[config.mk]
export PLATFORM = sky130hd
export DESIGN_NAME = control_sequencer
export DESIGN_NICKNAME = d
export VERILOG_FILES = /design/src/rtl/control_sequencer.sv
export SDC_FILE = /design/constraint.sdc
export NUM_CORES = 1
export LEC_CHECK = 0
export BUFFER_PORTS_ARGS = -buffer_cell sky130_fd_sc_hd__buf_2
export CAP_MARGIN = 25
export CORE_MARGIN = 10
export CORE_UTILIZATION = 35
export DETAILED_ROUTE_END_ITERATION = 8
export GPL_TIMING_DRIVEN = 0
export PLACE_DENSITY = 0.73
export SETUP_SLACK_MARGIN = 0.2
export SLEW_MARGIN = 40
export SYNTH_ARGS = -nofsm -noshare
export SYNTH_HDL_FRONTEND = slang
export SYNTH_SLANG_ARGS = --single-unit
[constraint.sdc]
create_clock -name clk -period 3.06 [get_ports clk]
set_input_delay 0.459 -clock clk [delete_from_list [all_inputs] [get_ports clk]]
set_output_delay 0.459 -clock clk [all_outputs]
set_load 0.02 [all_outputs]
[src/rtl/control_sequencer.sv]
// Microcoded control sequencer for an 8-bit bus machine: a 5-state step counter
// plus a halt flag; all control lines are combinational decodes of step and opcode.
module control_sequencer #(
  parameter bit EARLY_RESET = 1'b1
) (
  input  logic       clk,
  input  logic       clr,
  input  logic [3:0] opcode,
  input  logic       cf,
  input  logic       zf,
  output logic [2:0] step,
  output logic       hlt,
  output logic       mi,
  output logic       ri,
  output logic       ro,
  output logic       ii,
  output logic       io,
  output logic       ai,
  output logic       ao,
  output logic       eo,
  output logic       su,
  output logic       bi,
  output logic       oi,
  output logic       ce,
  output logic       co,
  output logic       j,
  output logic       fi
);

  typedef enum logic [2:0] {
    T0 = 3'd0,
    T1 = 3'd1,
    T2 = 3'd2,
    T3 = 3'd3,
    T4 = 3'd4
  } step_e;

  localparam logic [3:0] OP_NOP = 4'h0;
  localparam logic [3:0] OP_LDA = 4'h1;
  localparam logic [3:0] OP_ADD = 4'h2;
  localparam logic [3:0] OP_SUB = 4'h3;
  localparam logic [3:0] OP_STA = 4'h4;
  localparam logic [3:0] OP_LDI = 4'h5;
  localparam logic [3:0] OP_JMP = 4'h6;
  localparam logic [3:0] OP_JC  = 4'h7;
  localparam logic [3:0] OP_JZ  = 4'h8;
  localparam logic [3:0] OP_OUT = 4'hE;
  localparam logic [3:0] OP_HLT = 4'hF;

  typedef struct packed {
    logic hlt;
    logic mi;
    logic ri;
    logic ro;
    logic ii;
    logic io;
    logic ai;
    logic ao;
    logic eo;
    logic su;
    logic bi;
    logic oi;
    logic ce;
    logic co;
    logic j;
    logic fi;
  } ctrl_t;

  step_e step_q, step_d;
  logic  halted_q, halted_d;
  ctrl_t ctrl;

  // Final microstep of each opcode; without early reset every instruction takes five steps.
  function automatic step_e last_step(input logic [3:0] op);
    step_e last;
    if (!EARLY_RESET) begin
      last = T4;
    end else begin
      case (op)
        OP_LDI, OP_JMP, OP_JC, OP_JZ, OP_OUT, OP_HLT: last = T2;
        OP_LDA, OP_STA:                               last = T3;
        OP_ADD, OP_SUB:                               last = T4;
        default:                                      last = T1;
      endcase
    end
    return last;
  endfunction

  function automatic step_e incr_step(input step_e s);
    step_e n;
    case (s)
      T0:      n = T1;
      T1:      n = T2;
      T2:      n = T3;
      T3:      n = T4;
      default: n = T0;
    endcase
    return n;
  endfunction

  always_comb begin
    step_d   = step_q;
    halted_d = halted_q;
    if (!halted_q) begin
      if (step_q == T2 && opcode == OP_HLT) begin
        halted_d = 1'b1;
      end else if (step_q == last_step(opcode)) begin
        step_d = T0;
      end else begin
        step_d = incr_step(step_q);
      end
    end
  end

  always_ff @(posedge clk) begin
    if (clr) begin
      step_q   <= T0;
      halted_q <= 1'b0;
    end else begin
      step_q   <= step_d;
      halted_q <= halted_d;
    end
  end

  // Reset dominates halt, halt dominates microcode; execute steps decode only listed microcode.
  always_comb begin
    ctrl = '0;
    if (clr) begin
      ctrl = '0;
    end else if (halted_q) begin
      ctrl.hlt = 1'b1;
    end else begin
      case (step_q)
        T0: begin
          ctrl.co = 1'b1;
          ctrl.mi = 1'b1;
        end
        T1: begin
          ctrl.ro = 1'b1;
          ctrl.ii = 1'b1;
          ctrl.ce = 1'b1;
        end
        T2: begin
          case (opcode)
            OP_LDA, OP_ADD, OP_SUB, OP_STA: begin
              ctrl.io = 1'b1;
              ctrl.mi = 1'b1;
            end
            OP_LDI: begin
              ctrl.io = 1'b1;
              ctrl.ai = 1'b1;
            end
            OP_JMP: begin
              ctrl.io = 1'b1;
              ctrl.j  = 1'b1;
            end
            OP_JC: begin
              ctrl.io = 1'b1;
              ctrl.j  = cf;
            end
            OP_JZ: begin
              ctrl.io = 1'b1;
              ctrl.j  = zf;
            end
            OP_OUT: begin
              ctrl.ao = 1'b1;
              ctrl.oi = 1'b1;
            end
            OP_HLT: ctrl.hlt = 1'b1;
            default: ctrl = '0;
          endcase
        end
        T3: begin
          case (opcode)
            OP_LDA: begin
              ctrl.ro = 1'b1;
              ctrl.ai = 1'b1;
            end
            OP_ADD, OP_SUB: begin
              ctrl.ro = 1'b1;
              ctrl.bi = 1'b1;
            end
            OP_STA: begin
              ctrl.ao = 1'b1;
              ctrl.ri = 1'b1;
            end
            default: ctrl = '0;
          endcase
        end
        T4: begin
          if (opcode == OP_ADD || opcode == OP_SUB) begin
            ctrl.eo = 1'b1;
            ctrl.ai = 1'b1;
            ctrl.fi = 1'b1;
            ctrl.su = (opcode == OP_SUB);
          end
        end
        default: ctrl = '0;
      endcase
    end
  end

  assign step = step_q;
  assign hlt  = ctrl.hlt;
  assign mi   = ctrl.mi;
  assign ri   = ctrl.ri;
  assign ro   = ctrl.ro;
  assign ii   = ctrl.ii;
  assign io   = ctrl.io;
  assign ai   = ctrl.ai;
  assign ao   = ctrl.ao;
  assign eo   = ctrl.eo;
  assign su   = ctrl.su;
  assign bi   = ctrl.bi;
  assign oi   = ctrl.oi;
  assign ce   = ctrl.ce;
  assign co   = ctrl.co;
  assign j    = ctrl.j;
  assign fi   = ctrl.fi;

endmodule

==> flow_summary.toml, run 1 <==
[placement]
place_congestion = 0.871
port_buffers = 26
place_hpwl_um = 1370
dp_worst_setup_slack_ns = 0.849

[routing]
wl_per_cell_um = 13.4
via_per_inst = 5.63
antenna_left = 0
drc_errors = 0
drt-initial-drc-count = 18
wl_um = 1720
num_vias = 720
firstDrtPassIters = 4

[clocking]
h-tree-depth = 1
clock_latency_ns = 0.23
holdBufCountCts = 0
tritoncts = "done"
cts_made_buffers = 3
ctsLongestPathBuffers = 2
cts.clk_slew.worst_paths_ns = 0.03
post_cts_resized = 0
cts_setup_buffers = 0
cts.sinks = 4
root_buffer = "clkbuf_4"

[hold_path]
hold_path.class = "in -> reg"
hold_depth = 2

[final_layout]
seq_area_um2 = 80.1
fill_cells = 173
area_delta_synth_final_pct = 30.0
multi_input_area_um2 = 414
diodes = 0
fin_nets = 122
drive_gt1_share_pct = 36.6

[sta]
worstMarginPinSlew_ns = 0.485
clock_skew_ns = 0.00119
setup_ws_ns = 0.835
grt_setup_unrepaired = "no"
hold_viol = 0
setup_violations = 0
fmax_mhz = 449
period_share_pct = 72.7
tns_ns = 0
post-route-min-period_ns = 2.23
finalMaxSlewViolations = 0
slew_headroom_pct = 67.4

[worst_setup_path]
r2r_cells = 6
cp_common_cell = "buf_2"
critical_path.cell_chain = "buf_2 > buf_6 > nand4bb_1 > or3_1 > nor3_1 > buf_4 > buf_2"
start_kind = "input pin"
slowest_delay_ns = 0.37
critPathMaxFanout = 10
end_kind = "output port"
worst_path_max_delay_cell = "or3_1"
crit_required_ns = 2.60
cp.arrival_ns = 1.77
critPathKind = "in -> out"

[synth]
synth_top_area_share_pct = 13.9
avgSynthCellArea_um2 = 6.93
ys_top_cells_by_area = "dfxtp_1, nor3_1, nor2_1, buf_4, nand2_1"
muxShareOfSynthArea_pct = 0
ys.flop_type = "dfxtp_1"
yosysMostFrequentCell = "nor2_1"
syn-cell-area_um2 = 576
yosys.area_share.simple_pct = 43.7
synth-edff-count = 0
ys_top_cells_by_count = "nor2_1, nor3_1, nand2_1"
synth_nets = 91
synth_xor_area_share_pct = 4.57
synth.largest_area_cell = "dfxtp_1"
synth_top_family_by_area = "simple AND/OR/NAND/NOR gates"
yosysSeqAreaShare_pct = 13.9
ys_ff_latch = 4
ys_types = 41
synthAdderAreaFrac_pct = 0
synth_compound_area_share_pct = 23.7
synthArstFlopShare_pct = 0
netlist_instances = 83
yosysWarnings = 0

[global_route]
grt_pass1_wl_um = 2880
grt.overflow.total = 0
grt_pass1_vias = 690
grt_antenna_before_repair = 0
grt_use_total_pct = 9.61
grt_max_degree = 11

[outcome]
status = "finished clean"

[floorplan]
die_height_um = 60.6
start_util_pct = 37.8
die_width_um = 60.6
ioPinCount = 27
rows = 14
coreArea_um2 = 1520
die_area_um2 = 3670

[pwr]
p_leak_uw = 0.000371
p_per_area_nw_per_um2 = 315
vdd_drop_max_mv = 0.230

[flow_run]
drv_cap = 0
## where the power goes
part	internal (uW)	total [uW]	leakage [uW]	switching, uW
clock	43.6	61.8	0.0000138	18.2
sequential	56.7	62.2	0.0000327	5.57
combinational	44.0	112	0.000324	67.8
## layout by cell type (no fill, tap or decap), types with 2 or more instances in the layout
cell type,synthesis,final
nand2b_1,2,2
a211oi_1,2,2
o31ai_1,2,2
nand2_1,7,7
and3_1,2,2
buf_2,0,26
xnor2_1,2,2
nor2_1,9,9
clkbuf_2,2,2
nor2b_1,2,2
nand3_1,2,2
buf_4,4,4
nor3_1,8,8
a21oi_1,4,4
buf_6,2,2
clkbuf_4,0,3
dfxtp_1,4,4
inv_1,3,3
or3_1,2,2
## cells by family (layout without fill, tap and decap cells)
logic type / count (synthesis) / in the layout
xor+xnor: 3 / 3
buf+inv: 13 / 42
flops: 4 / 4
compound gates: 18 / 18
simple gates: 45 / 45
## worst paths after layout
path | startpoint | end | slack, ns
setup / recovery | opcode[3] | fi | 0.83
hold / removal | clr | halted_q$_SDFF_PP0_ | 0.46
setup reg to reg | step[1]$_SDFFE_PP0P_ | step[0]$_SDFFE_PP0P_ | 1.44
hold reg to reg | step[2]$_SDFFE_PP0P_ | step[2]$_SDFFE_PP0P_ | 0.56
## per-stage QoR
stage | utilization [%] | cell area (um^2) | total power (uW) | hold slack, ns | instances
6_report | 49.1 | 748 | 236 | 0.461 | 128
5_1_grt | 49.1 | 748 | 256 | 0.478 | 128
4_1_cts | 49.1 | 748 | 241 | 0.454 | 128
3_5_place_dp | 47.6 | 726 | 174 | 0.558 | 125
3_3_place_gp | 47.6 | 726 | 173 | 0.541 | 125
2_1_floorplan | - | 576 | 141 | 0.520 | 83
## worst max-delay path, delay by kind of cell
| kind | cells | cell delay, ns |
|---|---|---|
| simple gates | 3 | 0.76 |
| buf+inv | 4 | 0.55 |
## metal layers
metal	vias to the layer above	share of wire, %	GRT usage [%]
met5	-	0	0
met4	0	0.58	5.02
met3	2	6.2	1.67
met2	21	53	16.3
met1	333	40	11.2
li1	364	-	-
## cell type report
type                    count  share of cell area [%]
plain buffers               8                    8.36
clock buffers               3                    3.01
inverters                   5                    2.51
multi-input cells          66                    55.4
flip-flops and latches      4                    10.7
well taps                  16                    2.68
repair buffers             26                    17.4
## sequential cells by signal, summed over array words and instances (netlist names)
register,count
step,3
halted_q,1
(Power assumes the default switching activity.)
==> run 2: changes to the inputs <==
--- a/config.mk
+++ b/config.mk
@@ -11,7 +11,7 @@
 export CORE_UTILIZATION = 35
 export DETAILED_ROUTE_END_ITERATION = 8
 export GPL_TIMING_DRIVEN = 0
-export PLACE_DENSITY = 0.73
+export PLACE_DENSITY = 0.75
 export SETUP_SLACK_MARGIN = 0.2
 export SLEW_MARGIN = 40
 export SYNTH_ARGS = -nofsm -noshare
==> constraint.sdc (replaced) <==
create_clock -name clk -period 2 [get_ports clk]
set_input_delay 0.3 -clock clk [delete_from_list [all_inputs] [get_ports clk]]
set_output_delay 0.3 -clock clk [all_outputs]
set_load 0.02 [all_outputs]
==> flow_summary.toml, run 2 (same netlist as run 1, synthesis figures left out) <==
[outcome]
status = "finished clean"

[routing]
drt-initial-drc-count = 22
wl_um = 2010
antenna_left = 0
firstDrtPassIters = 4
drc_errors = 0
num_vias = 759
wl_per_cell_um = 15.1
via_per_inst = 5.71

[final_layout]
fin_cells = 133
fin_nets = 127
drive_gt1_share_pct = 53.8
fin_util_pct = 59.5
largest_reg_flops = 3
diodes = 0
final_cell_mix = "buf_2, buf_4, nand2_1, nor3_1, nor2_1"
area_delta_synth_final_pct = 57.6
final_common_cell = "buf_2"

[clocking]
h-tree-depth = 1
root_buffer = "clkbuf_4"
cts.clk_slew.worst_paths_ns = 0.04
cts.sinks = 4
holdBufCountCts = 0
clock_latency_ns = 0.23
cts_made_buffers = 3
tritoncts = "done"
ctsLongestPathBuffers = 2

[global_route]
grt_antenna_before_repair = 0
grt_use_total_pct = 11.0
grt_max_degree = 11
grt_pass1_wl_um = 3190
grt.overflow.total = 0
grt_pass1_vias = 700

[worst_setup_path]
start_kind = "flop"
crit_required_ns = 1.70
critical_path.cell_chain = "nand4bb_4 > or3_4 > a21boi_0 > buf_4"
crit_buf_inv = 1
worst_path_max_delay_cell = "dfxtp_4"
r2r_end = "step[1]$_SDFFE_PP0P_"
cp.arrival_ns = 1.52
reg2reg_setup_slack_ns = 0.57
r2r_cells = 6
end_kind = "output port"
slowest_delay_ns = 0.40
r2r-start = "step[1]$_SDFFE_PP0P_"
critPathMaxFanout = 5
critPathKind = "reg -> out"
critPathTopFamily = "simple AND/OR/NAND/NOR gates"

[floorplan]
rows = 14
coreArea_um2 = 1520
die_width_um = 60.6
die_height_um = 60.6
ioPinCount = 27
die_area_um2 = 3670
start_util_pct = 37.8

[sta]
fmax_mhz = 548
tns_ns = 0
period_share_pct = 91.2
setup_violations = 0
worstMarginPinSlew_ns = 0.397
slew_headroom_pct = 73.3
hold_viol = 0
clock_skew_ns = 0.00182
finalMaxSlewViolations = 0
post-route-min-period_ns = 1.82
grt_setup_unrepaired = "yes"
setup_ws_ns = 0.176

[pwr]
vdd_drop_max_mv = 0.375
clkPwrFrac_pct = 25.2
p_leak_uw = 0.000412
p_per_area_nw_per_um2 = 428
p_switching_uw = 154
comb_power_share_pct = 49.9
power_frac_seq_pct = 24.9
swShare_pct = 39.8
p_int_uw = 234

[hold_path]
holdPathEnd = "halted_q$_SDFF_PP0_"
hold_depth = 2
hold_path.class = "in -> reg"
min_from = "clr"

[placement]
dp_worst_setup_slack_ns = 0.0996
place_hpwl_um = 1430
place_congestion = 0.849
dp.cells = 125
port_buffers = 26

[flow_run]
drv_cap = 0
## run 2: cell count changes in the layout (fill, tap and decap cells not counted), moves of 3 or more
cell,change
buf_2,-5
buf_4,+10
dfxtp_1,-3
nor2_1,-4
nor2_2,+3
nor3_1,-3
## run 2: worst register-to-register path: stages, from the launching register on
cell,delay [ns]
dfxtp_1,0.31
buf_8,0.14
and3b_2,0.22
nand2_1,0.06
nand2_1,0.07
or4b_1,0.47
nand3_1,0.10
## run 2: area by class of cell
class                      instances  area [um^2]
fill                             135          617
clock buffer                       3         22.5
tap                               16         20.0
timing repair buffer              31          186
multi-input combinational         66          495
buffer                             8         72.6
sequential                         4         86.3
inverter                           5         23.8
## run 2: worst max path at each step
stage,to,cells past startpoint,startpoint,slack (ns)
3_3_place_gp,fi,7,opcode[3],0.15
3_5_place_dp,fi,7,opcode[3],0.1
5_1_grt,ai,4,step[2]$_SDFFE_PP0P_,0.13
6_report,ai,4,step[2]$_SDFFE_PP0P_,0.18
2_1_floorplan,ao,4,step[1]$_SDFFE_PP0P_,0.13
4_1_cts,fi,5,step[2]$_SDFFE_PP0P_,0.18
## run 2: per-layer routing
layer / up-vias / GRT usage, % / wire (um)
met5: - / 0 / 0
li1: 376 / - / -
met1: 348 / 11.6 / 765
met2: 31 / 19.1 / 1050
met3: 4 / 3.55 / 167
met4: 0 / 5.96 / 21
## run 2: metrics by stage
stage	area [um^2]	total power (uW)	hold slack, ns
floorplan	603	219	0.372
global placement	753	268	0.541
detailed placement	753	270	0.563
CTS	866	387	0.342
global route	907	418	0.409
finish	907	388	0.384
## run 2: what timing repair did
action                     4_1_cts  5_1_grt
gates cloned                     0        0
pin swaps                        4        3
gates resized for setup         14       13
setup endpoints to repair        9        9
buffers inserted                 4        1
## run 2: power groups by stage
stage	registers [uW]	clock network (uW)	logic (uW)
finish	96.8	97.7	194
detailed placement	95.9	0	174
CTS	94.6	105	187
floorplan	102	0	117
global placement	95.7	0	172
global route	98.0	107	213
